**src/rtl/mips_pkg.sv**
```systemverilog
// Shared encodings for the MIPS pipeline: ALUOp values, funct codes, ALU control
// codes and bit positions inside the wb/mem/execute control bundles.
package mips_pkg;

  localparam logic [1:0] ALUOP_ADD   = 2'b00;
  localparam logic [1:0] ALUOP_SUB   = 2'b01;
  localparam logic [1:0] ALUOP_RTYPE = 2'b10;
  localparam logic [1:0] ALUOP_ZERO  = 2'b11;

  localparam logic [5:0] FUNCT_ADD = 6'h20;
  localparam logic [5:0] FUNCT_SUB = 6'h22;
  localparam logic [5:0] FUNCT_AND = 6'h24;
  localparam logic [5:0] FUNCT_OR  = 6'h25;
  localparam logic [5:0] FUNCT_NOR = 6'h27;
  localparam logic [5:0] FUNCT_SLT = 6'h2A;

  localparam logic [3:0] ALU_AND  = 4'b0000;
  localparam logic [3:0] ALU_OR   = 4'b0001;
  localparam logic [3:0] ALU_ADD  = 4'b0010;
  localparam logic [3:0] ALU_SUB  = 4'b0110;
  localparam logic [3:0] ALU_SLT  = 4'b0111;
  localparam logic [3:0] ALU_NOR  = 4'b1100;
  localparam logic [3:0] ALU_ZERO = 4'b1111;

  localparam int WB_REGWRITE  = 1;
  localparam int WB_MEMTOREG  = 0;
  localparam int MEM_BRANCH   = 2;
  localparam int MEM_MEMREAD  = 1;
  localparam int MEM_MEMWRITE = 0;
  localparam int EX_REGDST    = 3;
  localparam int EX_ALUOP_HI  = 2;
  localparam int EX_ALUOP_LO  = 1;
  localparam int EX_ALUSRC    = 0;

endpackage

```
**src/rtl/ex_alu.sv**
```systemverilog
// Combinational ALU-control decode and ALU for the EX stage; the overflow flag
// is only meaningful for R-type add/sub.
module ex_alu
  import mips_pkg::*;
#(
  parameter int DATA_W = 32
) (
  input  logic [1:0]        alu_op,
  input  logic [5:0]        funct,
  input  logic [DATA_W-1:0] a,
  input  logic [DATA_W-1:0] b,
  output logic [DATA_W-1:0] result,
  output logic              zero,
  output logic              overflow
);

  logic [3:0]        alu_ctrl_s;
  logic [DATA_W-1:0] sum_s;
  logic [DATA_W-1:0] diff_s;

  assign sum_s  = a + b;
  assign diff_s = a - b;

  // ALUOp/funct to ALU control code; anything unrecognised passes zero
  always_comb begin
    alu_ctrl_s = ALU_ZERO;
    case (alu_op)
      ALUOP_ADD: alu_ctrl_s = ALU_ADD;
      ALUOP_SUB: alu_ctrl_s = ALU_SUB;
      ALUOP_RTYPE: begin
        case (funct)
          FUNCT_ADD: alu_ctrl_s = ALU_ADD;
          FUNCT_SUB: alu_ctrl_s = ALU_SUB;
          FUNCT_AND: alu_ctrl_s = ALU_AND;
          FUNCT_OR:  alu_ctrl_s = ALU_OR;
          FUNCT_SLT: alu_ctrl_s = ALU_SLT;
          FUNCT_NOR: alu_ctrl_s = ALU_NOR;
          default:   alu_ctrl_s = ALU_ZERO;
        endcase
      end
      default: alu_ctrl_s = ALU_ZERO;
    endcase
  end

  // ALU datapath
  always_comb begin
    result = {DATA_W{1'b0}};
    case (alu_ctrl_s)
      ALU_AND: result = a & b;
      ALU_OR:  result = a | b;
      ALU_ADD: result = sum_s;
      ALU_SUB: result = diff_s;
      ALU_SLT: result = ($signed(a) < $signed(b)) ? {{(DATA_W-1){1'b0}}, 1'b1} : {DATA_W{1'b0}};
      ALU_NOR: result = ~(a | b);
      default: result = {DATA_W{1'b0}};
    endcase
  end

  assign zero = (result == {DATA_W{1'b0}});

  // Signed overflow: operand signs vs. result sign
  always_comb begin
    overflow = 1'b0;
    if (alu_op == ALUOP_RTYPE) begin
      case (alu_ctrl_s)
        ALU_ADD: overflow = (a[DATA_W-1] == b[DATA_W-1]) && (sum_s[DATA_W-1] != a[DATA_W-1]);
        ALU_SUB: overflow = (a[DATA_W-1] != b[DATA_W-1]) && (diff_s[DATA_W-1] != a[DATA_W-1]);
        default: overflow = 1'b0;
      endcase
    end else begin
      overflow = 1'b0;
    end
  end

endmodule

```
**src/rtl/execute_stage.sv**
```systemverilog
// MIPS EX stage: operand/destination muxes, branch-target adder, ALU and the EX/MEM
// register. Defining EX_OVERFLOW_EN adds ex_mem_overflow and suppresses RegWrite on overflow.
module execute_stage
  import mips_pkg::*;
#(
  parameter int DATA_W = 32,
  parameter int REG_AW = 5
) (
  input  logic              clk,
  input  logic              rst,
  input  logic              ex_stall,
  input  logic              ex_flush,
  input  logic [1:0]        id_ex_wb,
  input  logic [2:0]        id_ex_mem,
  input  logic [3:0]        id_ex_execute,
  input  logic [DATA_W-1:0] id_ex_npc,
  input  logic [DATA_W-1:0] id_ex_readdat1,
  input  logic [DATA_W-1:0] id_ex_readdat2,
  input  logic [DATA_W-1:0] id_ex_sign_ext,
  input  logic [REG_AW-1:0] id_ex_instr_bits_20_16,
  input  logic [REG_AW-1:0] id_ex_instr_bits_15_11,
  output logic [1:0]        ex_mem_wb,
  output logic [2:0]        ex_mem_m,
  output logic [DATA_W-1:0] ex_mem_add_result,
  output logic              ex_mem_zero,
  output logic [DATA_W-1:0] ex_mem_alu_result,
  output logic [DATA_W-1:0] ex_mem_rdata2,
`ifdef EX_OVERFLOW_EN
  output logic              ex_mem_overflow,
`endif
  output logic [REG_AW-1:0] ex_mem_write_reg
);

  logic [DATA_W-1:0] alu_b_s;
  logic [DATA_W-1:0] alu_result_s;
  logic [DATA_W-1:0] add_result_s;
  logic [REG_AW-1:0] write_reg_s;
  logic [1:0]        wb_next_s;
  logic              zero_s;
  logic              overflow_s;

  assign alu_b_s      = id_ex_execute[EX_ALUSRC] ? id_ex_sign_ext : id_ex_readdat2;
  assign write_reg_s  = id_ex_execute[EX_REGDST] ? id_ex_instr_bits_15_11 : id_ex_instr_bits_20_16;
  assign add_result_s = id_ex_npc + {id_ex_sign_ext[DATA_W-3:0], 2'b00};

  ex_alu #(.DATA_W(DATA_W)) u_alu (
    .alu_op   (id_ex_execute[EX_ALUOP_HI:EX_ALUOP_LO]),
    .funct    (id_ex_sign_ext[5:0]),
    .a        (id_ex_readdat1),
    .b        (alu_b_s),
    .result   (alu_result_s),
    .zero     (zero_s),
    .overflow (overflow_s)
  );

`ifdef EX_OVERFLOW_EN
  // An overflowing R-type add/sub must not write the register file
  assign wb_next_s = {id_ex_wb[WB_REGWRITE] & ~overflow_s, id_ex_wb[WB_MEMTOREG]};
`else
  logic unused_overflow_s;
  assign unused_overflow_s = overflow_s;
  assign wb_next_s         = id_ex_wb;
`endif

  // EX/MEM pipeline register: reset > flush (bubble controls, data loads) > stall > load
  always_ff @(posedge clk) begin
    if (rst) begin
      ex_mem_wb         <= 2'b00;
      ex_mem_m          <= 3'b000;
      ex_mem_add_result <= {DATA_W{1'b0}};
      ex_mem_zero       <= 1'b0;
      ex_mem_alu_result <= {DATA_W{1'b0}};
      ex_mem_rdata2     <= {DATA_W{1'b0}};
      ex_mem_write_reg  <= {REG_AW{1'b0}};
`ifdef EX_OVERFLOW_EN
      ex_mem_overflow   <= 1'b0;
`endif
    end else if (ex_flush) begin
      ex_mem_wb         <= 2'b00;
      ex_mem_m          <= 3'b000;
      ex_mem_add_result <= add_result_s;
      ex_mem_zero       <= zero_s;
      ex_mem_alu_result <= alu_result_s;
      ex_mem_rdata2     <= id_ex_readdat2;
      ex_mem_write_reg  <= write_reg_s;
`ifdef EX_OVERFLOW_EN
      ex_mem_overflow   <= 1'b0;
`endif
    end else if (ex_stall) begin
      ex_mem_wb         <= ex_mem_wb;
      ex_mem_m          <= ex_mem_m;
      ex_mem_add_result <= ex_mem_add_result;
      ex_mem_zero       <= ex_mem_zero;
      ex_mem_alu_result <= ex_mem_alu_result;
      ex_mem_rdata2     <= ex_mem_rdata2;
      ex_mem_write_reg  <= ex_mem_write_reg;
`ifdef EX_OVERFLOW_EN
      ex_mem_overflow   <= ex_mem_overflow;
`endif
    end else begin
      ex_mem_wb         <= wb_next_s;
      ex_mem_m          <= id_ex_mem;
      ex_mem_add_result <= add_result_s;
      ex_mem_zero       <= zero_s;
      ex_mem_alu_result <= alu_result_s;
      ex_mem_rdata2     <= id_ex_readdat2;
      ex_mem_write_reg  <= write_reg_s;
`ifdef EX_OVERFLOW_EN
      ex_mem_overflow   <= overflow_s;
`endif
    end
  end

endmodule

```
**config.mk**
```make
export PLATFORM = sky130hd
export DESIGN_NAME = execute_stage
export DESIGN_NICKNAME = d
export VERILOG_FILES = /design/src/rtl/mips_pkg.sv /design/src/rtl/ex_alu.sv /design/src/rtl/execute_stage.sv
export SDC_FILE = /design/constraint.sdc
export NUM_CORES = 1
export LEC_CHECK = 0
export BUFFER_PORTS_ARGS = -buffer_cell sky130_fd_sc_hd__buf_2
export CAP_MARGIN = 20
export CORE_AREA = 2 2 130 164
export CTS_BUF_LIST = sky130_fd_sc_hd__clkbuf_8
export DETAILED_ROUTE_END_ITERATION = 7
export DIE_AREA = 0 0 132 166
export GPL_TIMING_DRIVEN = 0
export PLACE_DENSITY = 0.8
export SYNTH_ARGS = -nofsm -noshare
export SYNTH_HDL_FRONTEND = slang
export SYNTH_SLANG_ARGS = --single-unit
```
**constraint.sdc**
```tcl
create_clock -name clk -period 7.24 [get_ports clk]
set_input_delay 0.362 -clock clk [delete_from_list [all_inputs] [get_ports clk]]
set_output_delay 0.362 -clock clk [all_outputs]
set_load 0.01 [all_outputs]
```
# [After elaboration in Yosys (flattened, before gate mapping)]
# Cells that the tools add are included.
[word_totals] elab_cells=48 input_bits=151 register_bits=107
[classes] add_sub_neg=3 muxes=16 n_reduce_logical=4 eq_ne=14 n_lt_le_gt_ge=1 n_bitwise=3
[ops] operator="32-bit two-way mux" count=7
[ops] operator="32-bit case mux with 6 select lines" count=1
[ops] operator="32-bit adder" count=2
[ops] operator="6-bit == test, second input constant" count=6
[ops] operator="32-bit AND" count=1
[ops] operator="32-bit zero test" count=1
[ops] operator="32-bit < comparator" count=1
[ops] operator="32-bit NOT" count=1
[ops] operator="32-bit bitwise OR" count=1
[ops] operator="32-bit subtractor" count=1
[ops] operator="4-bit case mux with 6 select lines" count=1
[ops] operator="5-bit two-way mux" count=3
[ops] operator="4-bit case mux with 3 select lines" count=1
[ops] operator="4-bit by 3-bit == test with 1-bit output, second input constant" count=2
[ops] operator="4-bit by 1-bit == test with 1-bit output, second input constant" count=1
[ops] operator="4-bit by 2-bit == test with 1-bit output, second input constant" count=1
[ops] operator="4-bit == test, second input constant" count=1
[ops] operator="4-bit zero test" count=1
[ops] operator="1-bit two-way mux" count=3
[ops] operator="2-bit by 1-bit == test with 1-bit output, second input constant" count=1
[ops] operator="2-bit == test, second input constant" count=1
[ops] operator="2-bit zero test" count=1
[ops] operator="2-bit by 1-bit inequality test with 1-bit output, second input constant" count=1
[ops] operator="2-bit OR reduction" count=1

# [Longest topological paths before layout]
# Gate-level depths: netlist of run 1.
[logic_depth] word_depth=8 depth_mapped=20 mapped_depth_nobuf=17

# [Cells and area by module]
# Synthesis of run 1 repeated with hierarchy kept, for this count alone.
[unflattened] cells_unflattened=1556 hier_area_um2=11493.5
[by_module_without_submodules] mod="ex_alu" seq_area_each_um2=0.0 area_per_inst_um2=5939.4 instances=1 cells_per_inst=866
[by_module_without_submodules] mod="execute_stage" seq_area_each_um2=2142.1 area_per_inst_um2=5554.1 instances=1 cells_per_inst=690

# [Worst setup path before layout of run 1]
# Ideal clock, no wire load.
[synth_timing] kind="in2reg" start="input id_ex_execute[0]" end="register ex_mem_zero" setup_ns=0.059 stages=18 arrival_ns=4.405 slack_ns=2.776 t_required_ns=7.181 cell_sequence="clkbuf_1 buf_1 mux2i_1 inv_1 ha_1 inv_1 fa_1 inv_1 o311a_1 o311a_4 o21a_1 o221a_2 o21ai_1 nor2_1 o31a_1 or4_1 nor4_1 a31o_1"
[synth_between] elab_chain_len=7 word_cells_on_any_way=12 classes_between="2 x add/sub; 1 x order compare; 5 x mux; 3 x bitwise; 1 x reduce/logical"
[synth_rtl] element="start: declaration" line_no="execute_stage.sv:15" text="input logic [3:0] id_ex_execute,"
[synth_rtl] element="32-bit two-way mux *" line_no="execute_stage.sv:42" text="assign alu_b_s = id_ex_execute[EX_ALUSRC] ? id_ex_sign_ext : id_ex_readdat2;"
[synth_rtl] element="32-bit < comparator or 32-bit bitwise OR (tied branches)" line_no="ex_alu.sv:53, ex_alu.sv:50, ex_alu.sv:54"
[synth_rtl] element="1-bit two-way mux or 32-bit NOT (tied branches)" line_no="ex_alu.sv:53, ex_alu.sv:54"
[synth_rtl] element="32-bit case mux with 6 select lines *" line_no="ex_alu.sv:48" text="case (alu_ctrl_s)"
[synth_rtl] element="32-bit zero test *" line_no="ex_alu.sv:59" text="assign zero = (result == {DATA_W{1'b0}});"
[synth_rtl] element="1-bit two-way mux" line_no="execute_stage.sv:89" text="end else if (ex_stall) begin"
[synth_rtl] element="1-bit two-way mux *" line_no="execute_stage.sv:78" text="end else if (ex_flush) begin"
[synth_rtl] element="end signal: assignment" line_no="execute_stage.sv:82" text="ex_mem_zero <= zero_s;"
[synth_rtl] element="end signal: assignment" line_no="execute_stage.sv:93" text="ex_mem_zero <= ex_mem_zero;"
[synth_rtl] element="end signal: assignment" line_no="execute_stage.sv:104" text="ex_mem_zero <= zero_s;"
[synth_rtl] element="end: declaration" line_no="execute_stage.sv:25" text="output logic ex_mem_zero,"
# Every way passes the cells marked *; elsewhere a longest branch is shown, timed or not. The select of a mux whose other input is x is not followed.
# A chain may end at the register's enable or synchronous reset.

# [Final worst setup path of run 1]
[layout_timing] start="input id_ex_sign_ext[1]" end="register ex_mem_zero"
[layout_between] elab_chain_len=8 word_cells_on_any_way=26 classes_between="2 x add/sub; 1 x order compare; 11 x eq/ne; 7 x mux; 3 x bitwise; 2 x reduce/logical"
[layout_rtl] element="start: declaration" line_no="execute_stage.sv:19" text="input logic [DATA_W-1:0] id_ex_sign_ext,"
[layout_rtl] element="branches (longest 4 deep; another with 32-bit < comparator)"
[layout_rtl] element="32-bit case mux with 6 select lines *" line_no="ex_alu.sv:48"
[layout_rtl] element="32-bit zero test *" line_no="ex_alu.sv:59"
[layout_rtl] element="1-bit two-way mux" line_no="execute_stage.sv:89"
[layout_rtl] element="1-bit two-way mux *" line_no="execute_stage.sv:78"
# Mark *: on every way between the ends. The select of a mux whose other input is x is not followed.

==> results of run 1 <==
-- worst register-to-register path, cell delays in order (launching register included) --
cell and delay, ns:
dfxtp_1 0.41, nor2_1 0.07, a211oi_1 0.20
-- final cells by class --
type	count	area, um2
inverter	108	405.4
buffer	96	386.6
timing repair buffer	253	1266
clock buffer	9	123.9
multi-input combinational	1203	8069
antenna	1	2.502
sequential	107	2142
fill	1972	7626
clock inverter	7	83.83
tap	274	342.8
-- metrics by stage --
step	total power [uW]	hold WS (ns)
6_report	2092	0.2123
5_1_grt	2189	0.2216
4_1_cts	2057	0.2139
3_5_place_dp	1676	0.4410
3_3_place_gp	1664	0.4348
2_1_floorplan	1328	0.4413
-- routing by layer --
| metal | vias up | part of all wire, % | track usage (%) |
|---|---|---|---|
| met5 | - | 0 | 0 |
| met4 | 0 | 8.7 | 29.73 |
| met3 | 192 | 9.2 | 6.624 |
| met1 | 6021 | 36 | 46.20 |
| met2 | 836 | 46 | 65.47 |
| li1 | 5987 | - | - |
-- synthesized netlist by cell type (14+ instances only) --
| cell type | number |
|---|---|
| nor3_1 | 33 |
| clkbuf_1 | 61 |
| a21o_1 | 32 |
| xnor2_1 | 18 |
| nand2b_1 | 14 |
| mux2i_1 | 46 |
| inv_1 | 106 |
| ha_1 | 125 |
| nand2_1 | 208 |
| a21oi_1 | 151 |
| buf_2 | 15 |
| nand3_1 | 25 |
| nor2_1 | 137 |
| o21ai_0 | 79 |
| buf_1 | 18 |
| dfxtp_1 | 107 |
| a211oi_1 | 39 |
-- logic make-up (layout without fill, tap and decap cells) --
family,count (synthesis),in the layout,synth area share [%]
AOI/OAI and AO/OA,499,499,31.42
muxes,47,47,4.287
DFF,107,107,19.47
other,0,1,0
xor gates and xnor gates,31,31,2.468
and+or+nand+nor,498,498,20.40
buffers and inverters,204,473,7.198
adders and majority gates,128,128,14.76
-- worst paths after layout --
kind	from	endpoint	slack (ns)
hold / removal	id_ex_npc[1]	ex_mem_add_result[1]	0.21
hold reg to reg	ex_mem_add_result[14]	ex_mem_add_result[14]	0.46
setup / recovery	id_ex_sign_ext[1]	ex_mem_zero	1.31
setup reg to reg	ex_mem_alu_result[14]	ex_mem_alu_result[14]	6.49
-- power by group --
| part | total, uW | internal [uW] | switching, uW | leakage (uW) |
|---|---|---|---|---|
| Combinational | 1020 | 373 | 648 | 0.00518 |
| Clock | 393 | 166 | 227 | 0.000102 |
| Sequential | 678 | 645 | 33.6 | 0.000887 |
| Total | 2090 | 1180 | 908 | 0.00617 |
==> out/metrics.cfg, run 1 <==
[run_status]
status=finished clean

[synth]
yosysWarnings=0
ys.flop_type=dfxtp_1
netlist_area_um2=11000
synth_top_area_share_pct=19.47
synthTopCellsByArea=dfxtp_1 (19%), ha_1 (14%), nand2_1 (7.1%), a21oi_1 (6.9%), nor2_1 (4.7%)
synth_cell_types=98
syn_inst=1514
synth_top_cell_by_area=dfxtp_1
synth_edf_count=0
ys_seq_area_share_pct=19.47
syn_nets=1793
synth-seq-cells=107
synth.avg_cell_area_um2=7.268
async_reset_ff_share_pct=0

[pwr]
power_density_nw_per_um2=163.2
power_leakage_uw=0.006170
peakVddDrop_v=0.0001360

[clocking]
cts_max_level=3
hold_buffers=0
root_buffer=clkbuf_8
cts_tree=yes
cts_setup_buffers=0
cts.path.max_buffers=2
cts_made_buffers=9
clock-sinks=107
clkLatencyLatePin_ns=0.38
clk_pin_slew_ns=0.11
cts_resized=0

[layout]
finish.utilization_pct=62.71
final_cell_mix=buf_2 (267), nand2_1 (208), a21oi_1 (151)
layout_commonest_cell=buf_2
area_growth_pct=16.53
final_cells=2058
nNetsFinal=2057
fin_area_um2=12820
drive_above_1_share_pct=17.72
top_regs=ex_mem_add_result x32, ex_mem_alu_result x32, ex_mem_rdata2 x32

[grt]
grt_use_total_pct=39.76
grt_pass1_vias=12000
antenna_found_initial=1
grt-ovfl-total=0
grt_max_degree=20
grt_pass1_wl_mm=68.01

[sta]
setup_violations=0
maxSlewViolCount=0
relSlewSlack_pct=24.49
rsz0062_at_grt=no
fin_setup_tns_ns=0
hold_viol_final=0
worst_slack_ns=1.312
fin_crit_ns=5.928
finalCritPeriodShare_pct=81.88
worst_pin_slew_ns=1.104
fin_skew_ns=0
fmax_mhz=168.7

[placed_design]
preCtsSetupSlack_ns=1.226
dp_cells=2040
hpwl_mm=36.89
portBuffers=252
gp_congestion=1.014
place_area_um2=12610

[floorplanning]
die_height_um=166
dieArea_um2=21910
start_util_pct=53.81
ioPinCount=258
core_um2=20450
rows=59
die_w_um=132

[critical_path]
cp_common_cell=buf_2
reg2reg_depth=2
startpoint_type=input pin
required_ns=7.58
cp.depth=18
path_cells=buf_2 > buf_2 > buf_1 > clkbuf_1 > mux2i_1 > ha_1 > nor2_1 > o311ai_0 > a21oi_1 > a311o_1 > o21ai_0 > a211oi_1 > o22a_1 > a41oi_1 > o2111ai_1 > or4_1 > nor4_1 > a31o_1
crit_arrival_ns=6.27
cpPeakStageDelay_ns=0.77
end_kind=register
path_buf_inv=4
crit_family=compound AO/OA/AOI/OAI gates
cp_max_fo=10
slowest_stage=clkbuf_1
critPathKind=input pin to register

[min_path]
worstHoldPathCells=3
worstHoldPathType=input pin to register

[detailed_routing]
dr_total_vias=13040
drtIter0Drc=1249
drc=0
finalWirelength_mm=45.79
via_per_inst=6.334
drtAntennaViolNets=0
drtPass1Iterations=6
wl_per_cell_um=22.25

[flow_run]
drv_cap=0

No activity file was read; power rests on OpenSTA's default activity.
==> run 2: changes to the inputs <==
--- a/config.mk
+++ b/config.mk
@@ -7,12 +7,12 @@
 export LEC_CHECK = 0
 export BUFFER_PORTS_ARGS = -buffer_cell sky130_fd_sc_hd__buf_2
 export CAP_MARGIN = 20
-export CORE_AREA = 2 2 130 164
+export CORE_AREA = 2 2 135 170
 export CTS_BUF_LIST = sky130_fd_sc_hd__clkbuf_8
 export DETAILED_ROUTE_END_ITERATION = 7
-export DIE_AREA = 0 0 132 166
+export DIE_AREA = 0 0 137 172
 export GPL_TIMING_DRIVEN = 0
-export PLACE_DENSITY = 0.8
+export PLACE_DENSITY = 0.78
 export SYNTH_ARGS = -nofsm -noshare
 export SYNTH_HDL_FRONTEND = slang
 export SYNTH_SLANG_ARGS = --single-unit
==> constraint.sdc (replaced) <==
create_clock -name clk -period 4.8 [get_ports clk]
set_input_delay 0.24 -clock clk [delete_from_list [all_inputs] [get_ports clk]]
set_output_delay 0.24 -clock clk [all_outputs]
set_load 0.01 [all_outputs]
==> run 2 against run 1 <==
Power increased by 50%. Via count increased by 0.20%. Sequential power increased by 52%. Critical path depth decreased by 2. Critical endpoint unchanged. Global-route usage decreased by 1.3 points. Worst hold slack got worse by 0.14 ns. First-iteration DRC count decreased by 9.1%.
==> out/metrics.cfg, run 2 (same netlist as run 1, synthesis figures left out) <==
[sta]
finalCritPeriodShare_pct=97.72
fin_skew_ns=0  ; unchanged
worst_pin_slew_ns=0.8092  ; -0.2949 ns
relSlewSlack_pct=46.05  ; +22 points
maxSlewViolCount=0  ; unchanged
fin_setup_tns_ns=0  ; unchanged
fmax_mhz=213.2
setup_violations=0  ; unchanged
hold_viol_final=0  ; unchanged
fin_crit_ns=4.691
rsz0062_at_grt=no

[floorplanning]
ioPinCount=258  ; unchanged
dieArea_um2=23560  ; +7.5%
core_um2=21980  ; +7.5%
rows=61  ; +3.4%
start_util_pct=50.06  ; -3.8 points
die_w_um=137  ; +3.8%
die_height_um=172  ; +3.6%

[critical_path]
startpoint_type=input pin
end_kind=register
crit_arrival_ns=5.04  ; -1.23 ns
critPathKind=input pin to register
cp_max_fo=10  ; unchanged
required_ns=5.15  ; -2.43 ns

[detailed_routing]
via_per_inst=6.332  ; about the same
drtAntennaViolNets=0  ; unchanged
wl_per_cell_um=22.85  ; +2.7%
drc=0  ; unchanged
drtPass1Iterations=5  ; -1
drtIter0Drc=1135  ; -9.1%
finalWirelength_mm=47.14  ; +2.9%
dr_total_vias=13060  ; +0.20%

[placed_design]
place_area_um2=12620  ; about the same
gp_congestion=1.038  ; +2.3%
dp_cells=2049  ; +0.44%
portBuffers=252  ; unchanged
hpwl_mm=37.96  ; +2.9%

[layout]
layout_commonest_cell=buf_2
final_cell_mix=buf_2 (267), nand2_1 (208), a21oi_1 (151)
final_cells=2063  ; +0.24%
finish.utilization_pct=58.82  ; -3.9 points
nNetsFinal=2054  ; -0.15%
area_growth_pct=17.51
top_regs=ex_mem_add_result x32, ex_mem_alu_result x32, ex_mem_rdata2 x32
fin_area_um2=12930  ; +0.84%
drive_above_1_share_pct=19.17  ; +1.4 points

[clocking]
clock-sinks=107  ; unchanged
cts_made_buffers=9  ; unchanged
hold_buffers=0  ; unchanged
clkLatencyLatePin_ns=0.39  ; about the same
root_buffer=clkbuf_8
cts.path.max_buffers=2  ; unchanged
cts_tree=yes
cts_max_level=3  ; unchanged
clk_pin_slew_ns=0.11  ; about the same

[grt]
grt_max_degree=20  ; unchanged
grt-ovfl-total=0  ; unchanged
grt_pass1_vias=12180  ; +1.5%
grt_use_total_pct=38.48  ; -1.3 points
antenna_found_initial=1  ; unchanged
grt_pass1_wl_mm=68.88  ; +1.3%

[pwr]
power_density_nw_per_um2=242.2  ; +48%
peakVddDrop_v=0.0001845  ; +36%
power_leakage_uw=0.006149  ; -0.34%
power_uw=3131  ; +50%

[flow_run]
drv_cap=0  ; unchanged

[run_status]
status=finished clean

[min_path]
worstHoldPathType=input pin to register

## run 2: layout make-up
| type | instances | area [um2] |
|---|---|---|
| antenna | 1 | 2.502 |
| buffer | 93 | 394.1 |
| clock buffer | 9 | 123.9 |
| clock inverter | 6 | 51.30 |
| fill | 2143 | 9051 |
| inverter | 108 | 405.4 |
| multi-input combinational | 1203 | 8190 |
| sequential | 107 | 2142 |
| tap | 283 | 354.1 |
| timing repair buffer | 253 | 1266 |
## run 2: per-stage QoR
step	hold slack, ns	setup WS (ns)
finish	0.07629	0.1093
global route	0.08724	0.008790
CTS	0.07075	0.03545
detailed placement	0.4396	-1.084
global placement	0.4361	-1.036
floorplan	0.3193	0.4583
## run 2: worst paths after layout
check | from | to | slack [ns] | cells after the start
max | id_ex_execute[0] | ex_mem_zero | 0.11 | 16
min | id_ex_npc[0] | ex_mem_add_result[0] | 0.08 | 3
max reg2reg | ex_mem_alu_result[16] | ex_mem_alu_result[16] | 4.00 | 2
min reg2reg | ex_mem_add_result[0] | ex_mem_add_result[0] | 0.45 | 2
## run 2: power breakdown
part           switching [uW]  total (uW)  internal, uW
Combinational             993        1570           575
Sequential               55.6        1030           972
Clock                     342         535           193
## run 2: layer usage
metal  GRT usage [%]  vias up  wire [um]
met3           7.505      196       4111
met1           43.51     6138      17230
li1                -     5976          -
met2           63.57      752      21920
met5               0        -          0
met4           29.00        0       3877
## run 2: timing repair
action                                  CTS  global route
gates cloned                              0             0
setup buffers                             0             0
endpoints found under the setup margin    2             2
resized for setup                        22            29
pin swaps                                 0             1
## run 2: worst max-delay path, cell delays in order
cell,delay [ns]
clkbuf_1,0.26
clkbuf_4,0.39
mux2i_1,0.68
ha_1,0.42
a21oi_2,0.14
nand2_1,0.12
a31oi_1,0.20
or4_1,0.56
a21o_1,0.21
a21oi_1,0.16
o311a_1,0.19
o22ai_1,0.15
a211o_1,0.31
or4_1,0.44
nor4_1,0.38
a31o_1,0.19
